**src/rtl/sync_fifo.sv**
```systemverilog
// sync_fifo: single-clock first-word-fall-through FIFO (UART RX/TX byte buffer).
// Ports:
//   clk_i    - clock, all state updates on the rising edge
//   rst_ni   - asynchronous active-low reset, clears pointers, count and storage
//   wdata_i  - word to enqueue
//   we_i     - write enable, ignored while full
//   re_i     - read enable (pop), ignored while empty
//   rdata_o  - head-of-queue word, combinational, no read latency
//   full_o   - DEPTH entries stored
//   empty_o  - no entries stored
module sync_fifo #(
    parameter int unsigned WIDTH = 8,
    parameter int unsigned DEPTH = 32
) (
    input  logic             clk_i,
    input  logic             rst_ni,
    input  logic [WIDTH-1:0] wdata_i,
    input  logic             we_i,
    input  logic             re_i,
    output logic [WIDTH-1:0] rdata_o,
    output logic             full_o,
    output logic             empty_o
);

    localparam int unsigned PTR_W = (DEPTH > 1) ? $clog2(DEPTH) : 1;
    localparam int unsigned CNT_W = $clog2(DEPTH + 1);

    localparam logic [PTR_W-1:0] PTR_MAX  = PTR_W'(DEPTH - 1);
    localparam logic [CNT_W-1:0] CNT_FULL = CNT_W'(DEPTH);

    logic [WIDTH-1:0] mem_q [DEPTH];
    logic [PTR_W-1:0] wr_ptr_q, wr_ptr_d;
    logic [PTR_W-1:0] rd_ptr_q, rd_ptr_d;
    logic [CNT_W-1:0] count_q, count_d;
    logic             wr_acc;
    logic             rd_acc;

    // Explicit wrap so non-power-of-two depths cycle through 0..DEPTH-1 only.
    function automatic logic [PTR_W-1:0] ptr_inc(input logic [PTR_W-1:0] p);
        return (p == PTR_MAX) ? '0 : p + PTR_W'(1);
    endfunction

    // Flags and head word come straight from the current state.
    assign empty_o = (count_q == '0);
    assign full_o  = (count_q == CNT_FULL);
    assign rdata_o = mem_q[rd_ptr_q];

    // Acceptance uses pre-edge flags: write-on-full and read-on-empty are dropped.
    assign wr_acc = we_i & ~full_o;
    assign rd_acc = re_i & ~empty_o;

    // Next-state for pointers and occupancy.
    always_comb begin
        wr_ptr_d = wr_ptr_q;
        rd_ptr_d = rd_ptr_q;
        count_d  = count_q;

        if (wr_acc) begin
            wr_ptr_d = ptr_inc(wr_ptr_q);
        end
        if (rd_acc) begin
            rd_ptr_d = ptr_inc(rd_ptr_q);
        end

        unique case ({wr_acc, rd_acc})
            2'b10:   count_d = count_q + CNT_W'(1);
            2'b01:   count_d = count_q - CNT_W'(1);
            default: count_d = count_q;
        endcase
    end

    // Pointer and count registers.
    always_ff @(posedge clk_i or negedge rst_ni) begin
        if (!rst_ni) begin
            wr_ptr_q <= '0;
            rd_ptr_q <= '0;
            count_q  <= '0;
        end else begin
            wr_ptr_q <= wr_ptr_d;
            rd_ptr_q <= rd_ptr_d;
            count_q  <= count_d;
        end
    end

    // Storage; cleared on reset so rdata_o is 0 rather than X afterwards.
    always_ff @(posedge clk_i or negedge rst_ni) begin
        if (!rst_ni) begin
            for (int i = 0; i < int'(DEPTH); i++) begin
                mem_q[i] <= '0;
            end
        end else if (wr_acc) begin
            mem_q[wr_ptr_q] <= wdata_i;
        end
    end

endmodule

```
**config.mk**
```make
export PLATFORM = sky130hd
export DESIGN_NAME = sync_fifo
export DESIGN_NICKNAME = d
export VERILOG_FILES = /design/src/rtl/sync_fifo.sv
export SDC_FILE = /design/constraint.sdc
export NUM_CORES = 1
export LEC_CHECK = 0
export ABC_AREA = 1
export ABC_CLOCK_PERIOD_IN_PS = 2900
export CAP_MARGIN = 15
export CORE_ASPECT_RATIO = 1.25
export CORE_UTILIZATION = 50
export DETAILED_ROUTE_END_ITERATION = 10
export PLACE_DENSITY_LB_ADDON = 0.2
export SLEW_MARGIN = 20
export SYNTH_ARGS = -nofsm -noshare
export SYNTH_HDL_FRONTEND = slang
export SYNTH_SLANG_ARGS = --single-unit
```
**constraint.sdc**
```tcl
create_clock -name clk_i -period 2.9 [get_ports clk_i]
set_clock_uncertainty 0.05 [all_clocks]
set_input_delay 0.435 -clock clk_i [delete_from_list [all_inputs] [get_ports clk_i]]
set_output_delay 0.435 -clock clk_i [all_outputs]
set_load 0.1 [all_outputs]
```
---- After elaboration in Yosys (flattened, before gate mapping) ----
Cells that the tools add are included.
storage, ports and cells
  flip-flop bits (word level) ............. 272
  input bits .............................. 12
  output and inout port bits .............. 10
  logic and storage cells ................. 65
operators by class
  add/subtract/negate cells ............... 4
  order comparisons ....................... 3
  eq/ne operators ......................... 5
  mux-type cells .......................... 9
  bitwise gates (word level) .............. 6
  reduce and logical (&&, ||, !) cells .... 3
operator list
  kind                                                         number
  bitwise mux 256 bit                                          1
  binary-select mux 8 bit (select 5 bit)                       1
  demux 8 bit (select 5 bit)                                   1
  two-way mux 8 bit                                            3
  >= comparator 6 bit (second input constant)                  2
  NOT 5 -> 6 bit                                               2
  case mux 6 bit (2 select lines)                              1
  adder 5 x 1 -> 5 bit (second input constant)                 2
  == test 5 bit (second input constant)                        2
  two-way mux 5 bit                                            2
  adder 6 x 1 -> 6 bit (second input constant)                 1
  == test 6 bit (second input constant)                        1
  logical NOT 6 bit                                            1
  less-than comparator 6 x 1 -> 1 bit (second input constant)  1
  subtractor 6 x 1 -> 6 bit (second input constant)            1
  AND 1 bit                                                    2
  == test 2 x 1 -> 1 bit (second input constant)               1
  == test 2 bit (second input constant)                        1
  NOT 1 bit                                                    2
  nonzero test 2 bit                                           1
  logical AND 1 bit                                            1

---- Longest topological paths before layout ----
Gate-level depths: netlist of run 1.
  depth in word-level cells ............... 6
  gate-level depth with buffers ........... 16
  gate-level depth less buffers ........... 16

---- Worst setup path after synthesis of run 1 ----
No wires, ideal clock.
  path type ............................... flip-flop to output port
  start point ............................. reg rd_ptr_q[1]
  end point ............................... out rdata_o[2]
  data arrival time ....................... 1.882 ns
  data required time ...................... 2.415 ns
  slack ................................... 0.533 ns
  stages on the path, launching flop included .. 10
  path buffers ............................ 2
  cell sequence ........................... dfrtp_1 > clkbuf_1 > inv_2 > clkbuf_1 > nand3_1 > nand2_1 > nand2_1 > nand3_1 > nand3_1 > nand2_1
on the way
  longest elaborated chain between the ends .. 4
RTL lines
  element                                                line  source
  start: declaration                                     33    logic [PTR_W-1:0] rd_ptr_q, rd_ptr_d;
  start signal: assignment                               80    rd_ptr_q <= rd_ptr_d;
  NOT 5 -> 6 bit (not written as such)                   46    assign rdata_o = mem_q[rd_ptr_q];
  binary-select mux 8 bit (select 5 bit)                 46
  two-way mux 8 bit (not written as such) (2 in series)  46
  end: declaration                                       20    output logic [WIDTH-1:0] rdata_o,
Every way passes these cells. The select of a mux whose other input is x is not followed.

---- Worst setup path in the final report of run 1 ----
  start point ............................. reg rd_ptr_q[0]
  end point ............................... out rdata_o[5]
Same word-level chain as after synthesis.

==> results of run 1 <==
[Yosys cell counts (11+ instances only)]
cell / n / share of area, %
sky130_fd_sc_hd__nand2_8: 20 / 2.8
sky130_fd_sc_hd__dfrtp_1: 272 / 47
sky130_fd_sc_hd__nor2_2: 14 / 0.61
sky130_fd_sc_hd__or2_2: 33 / 1.4
sky130_fd_sc_hd__buf_2: 21 / 0.73
sky130_fd_sc_hd__nand3_1: 226 / 7.8
sky130_fd_sc_hd__nand2_1: 490 / 13
sky130_fd_sc_hd__buf_6: 24 / 1.9
sky130_fd_sc_hd__o21ai_0: 11 / 0.38
sky130_fd_sc_hd__nor2_1: 266 / 6.9
sky130_fd_sc_hd__ha_1: 12 / 1.0
sky130_fd_sc_hd__clkbuf_1: 50 / 1.3
sky130_fd_sc_hd__a21oi_1: 213 / 7.4
sky130_fd_sc_hd__inv_1: 223 / 5.8
[worst max-delay path, cell delays in order (launching register included)]
cell and delay, ps:
sky130_fd_sc_hd__dfrtp_4 530, sky130_fd_sc_hd__buf_8 160, sky130_fd_sc_hd__clkbuf_16 160, sky130_fd_sc_hd__or2_2 310, sky130_fd_sc_hd__nand3_2 80, sky130_fd_sc_hd__nand2_1 50, sky130_fd_sc_hd__nand2_1 60, sky130_fd_sc_hd__nand3_2 110
sky130_fd_sc_hd__nand3_2 150, sky130_fd_sc_hd__nand2_2 100, sky130_fd_sc_hd__buf_12 170
[metal layers]
layer / routed length, µm / vias up
li1: - / 5929
met1: 16960 / 5947
met2: 19750 / 351
met3: 2285 / 59
met4: 803 / 0
met5: 0 / -
[final timing paths]
check / startpoint / end
hold / removal: rst_ni / mem_q[180]
max in group asynchronous: rst_ni / mem_q[119]
hold reg to reg: mem_q[216] / mem_q[216]
setup / recovery: rd_ptr_q[0] / rdata_o[5]
setup reg to reg: count_q[0] / count_q[4]
min in group clk_i: mem_q[216] / mem_q[216]
[area by class of cell]
| cell class | count | area (µm²) | share of cell area (%) |
|---|---|---|---|
| clock buffers | 38 | 799.5 | 4.732 |
| well taps | 355 | 444.2 | 2.629 |
| inverters | 232 | 889.6 | 5.265 |
| multi-input cells | 1299 | 6604 | 39.08 |
| flip-flops and latches | 272 | 6812 | 40.31 |
| repair buffers | 80 | 1184 | 7.005 |
| clock inverters | 14 | 165.2 | 0.9774 |
[registers in the layout (all words and copies together), names as in the netlist]
signal	cells
mem_q	256
rd_ptr_q	5
wr_ptr_q	5
count_q	6
[power by group through the flow]
stage	Sequential [mW]	Combinational [mW]	Clock, mW
4_1_cts	5.92	8.66	3.84
5_1_grt	6.11	11.1	3.98
3_3_place_gp	5.94	8.45	0
6_report	5.96	10.2	3.80
2_1_floorplan	5.79	6.10	0
3_5_place_dp	5.98	8.58	0
[cell families (layout without fill, tap and decap cells)]
group | Yosys count | after routing | synth area share (%)
simple gates | 1056 | 1056 | 32.67
buf+inv | 345 | 364 | 10.96
flops | 272 | 272 | 47.09
compound gates | 225 | 225 | 7.800
fa+ha+maj | 13 | 13 | 1.177
xor+xnor | 5 | 5 | 0.3030
[through the flow]
stage                     power (mW)  cell area, µm²
after floorplan                11.89           14450
after global placement         14.39           14900
after detailed placement       14.56           14900
after CTS                      18.42           15900
after global routing           21.23           16900
final                          20.00           16900
[repair_timing]
| action | in CTS | in global routing |
|---|---|---|
| cloned | 0 | 17 |
| pin swaps | 0 | 56 |
| endpoints found under the hold margin | 55 | 0 |
| setup endpoints to repair | 8 | 8 |
| gates resized for setup | 7 | 143 |
| hold buffers | 1 | 0 |
| buffers inserted | 0 | 8 |
==> implementation parameters, run 1 <==
Parameter                              Value

Timing
  Accumulated negative setup slack    -29.15 ps
  Transition time of the tightest slew-check pin    940.9 ps
  RSZ-0062 raised after global routing    yes
  Final hold violation count    0
  Peak Freq    roughly 340 MHz
  Slew Limit Headroom    approximately 37%
  Fin crit period    2929 ps
  Worst hold slack across all endpoints    around 340 ps
  Pins Over Slew Limit    0
  Final setup violation count    1
  Final worst slack    -29.15 ps
  Final period utilization    101.0%

Drt
  Vias per cell    about 5.4
  Post-detailed-routing wire length    around 40000 µm
  ANT nets after route    0
  Via count    around 12000
  1st-iter DRT viols    between 800 and 900
  Length of the first detailed-routing pass in iterations    5
  Residual DRC count    0
  WL per Instance    roughly 17 µm

Synthesis
  Synthesized instance count    between 1500 and 2000
  Post-synthesis register bit count    272
  Post-Syn Nets    slightly below 2000
  Synthesis warning total    0
  Post-synthesis instance area    roughly 14000 µm²
  EDFF count, synth    0
  Number of different library cells in the post-synthesis netlist    30
  Most frequently used flop master after synthesis    sky130_fd_sc_hd__dfrtp_1
  Avg Inst Size Synth    approximately 7.5 µm²
  Async set-reset flop share out of synthesis    between 90% and 100%
  Proportion of synthesized chip area in sequential cells    between 40% and 50%

Die
  Die Y-Extent    a little under 200 µm
  Number of rows in the core area    69
  Ports placed on the boundary    22
  Core footprint    between 20000 and 30000 µm²
  Overall die area    a little under 30000 µm²
  Initial core utilization    between 50% and 60%
  Floorplan die width    around 150 µm

CTS
  Later-pin clock latency in the skew report    560 ps
  TritonCTS clock tree    done
  Root buffer selected by CTS    sky130_fd_sc_hd__clkbuf_16
  Number of clock buffers inserted by TritonCTS    29
  Number of clock sinks    roughly 270
  H-tree levels    1
  Maximum root-to-sink buffer count    3
  Worst-path clk slew    70 ps

Global route
  Total congestion overflow after global routing    0
  Met1 track utilization from global routing    between 30% and 40%
  Global-route total usage across every layer    approximately a quarter
  Global routing met3 resource utilization    under 10%
  Via count of the first global-routing pass    11230
  Busiest layer in global routing    met2
  Wire length of the first global-routing pass    about 60000 µm
  Number of antenna violations at the first check in global routing    0
  Met2 routing resource usage after global routing    43.44%
  Pin count of the biggest net entering global routing    75

Power
  Cell-internal power    about 11 mW
  Power per cell area    1183 nW/µm²
  Reported leakage power    8.613 nW
  Largest voltage drop on the vdd net    approximately 1100 µV
  Proportion of total power due to net switching    43.53%
  Relative contribution of the clock network to total power    between 10% and 20%
  Logic gate share of total power    51.2%
  Net Sw Power    between 8 and 9 mW
  Relative contribution of sequential cells to total power    29.8%

Final layout
  Net count reported at finish    around 1900
  Proportion of layout cells with a drive suffix above 1    about 16%
  Final design utilization    between 50 and 60%
  Leading cell types in the layout, fill and taps excluded    sky130_fd_sc_hd__nand2_1 (448), sky130_fd_sc_hd__dfrtp_1 (270), sky130_fd_sc_hd__nor2_1 (261), sky130_fd_sc_hd__inv_1 (223), sky130_fd_sc_hd__a21oi_1 (213)
  Area Overhead vs Synth    16.91%
  Finished Layout Cells    approximately 2300
  Ant. Diodes    0
  Filler instances    between 2000 and 3000
  Most common cell after layout, fill and taps aside    sky130_fd_sc_hd__nand2_1

Place
  Final RePlAce weighted congestion    between 0.8 and 0.9
  PortBufs    21
  Worst slack after detailed placement    464.8 ps
  Post-DP HPWL    ~23000 µm
  Cell count after placement    2212

Worst setup path
  Worst setup SP type    flip-flop
  Worst setup EP type    primary output
  Arrival time of the worst setup path    about 2400 ps
  Register-to-Register Setup Slack    approximately 490 ps
  Number of cells on the worst reg-to-reg path    13
  Path type of the worst setup path    reg -> out
  Top fanout value on the critical path    7
  Worst Path Required    2410 ps

Run
  Number of max-cap violations    0

Min path
  Worst hold path type    in -> async

Run status
  Run status    complete, but fails checks
  Violations in the final reports    setup timing
Power figures use the tool's default switching activity.
==> inputs of run 2 (changes only) <==
- CTS_CLUSTER_SIZE: unset -> 16
==> results of run 2 <==
Final layout, timing and power as in run 1 (identical DEF).
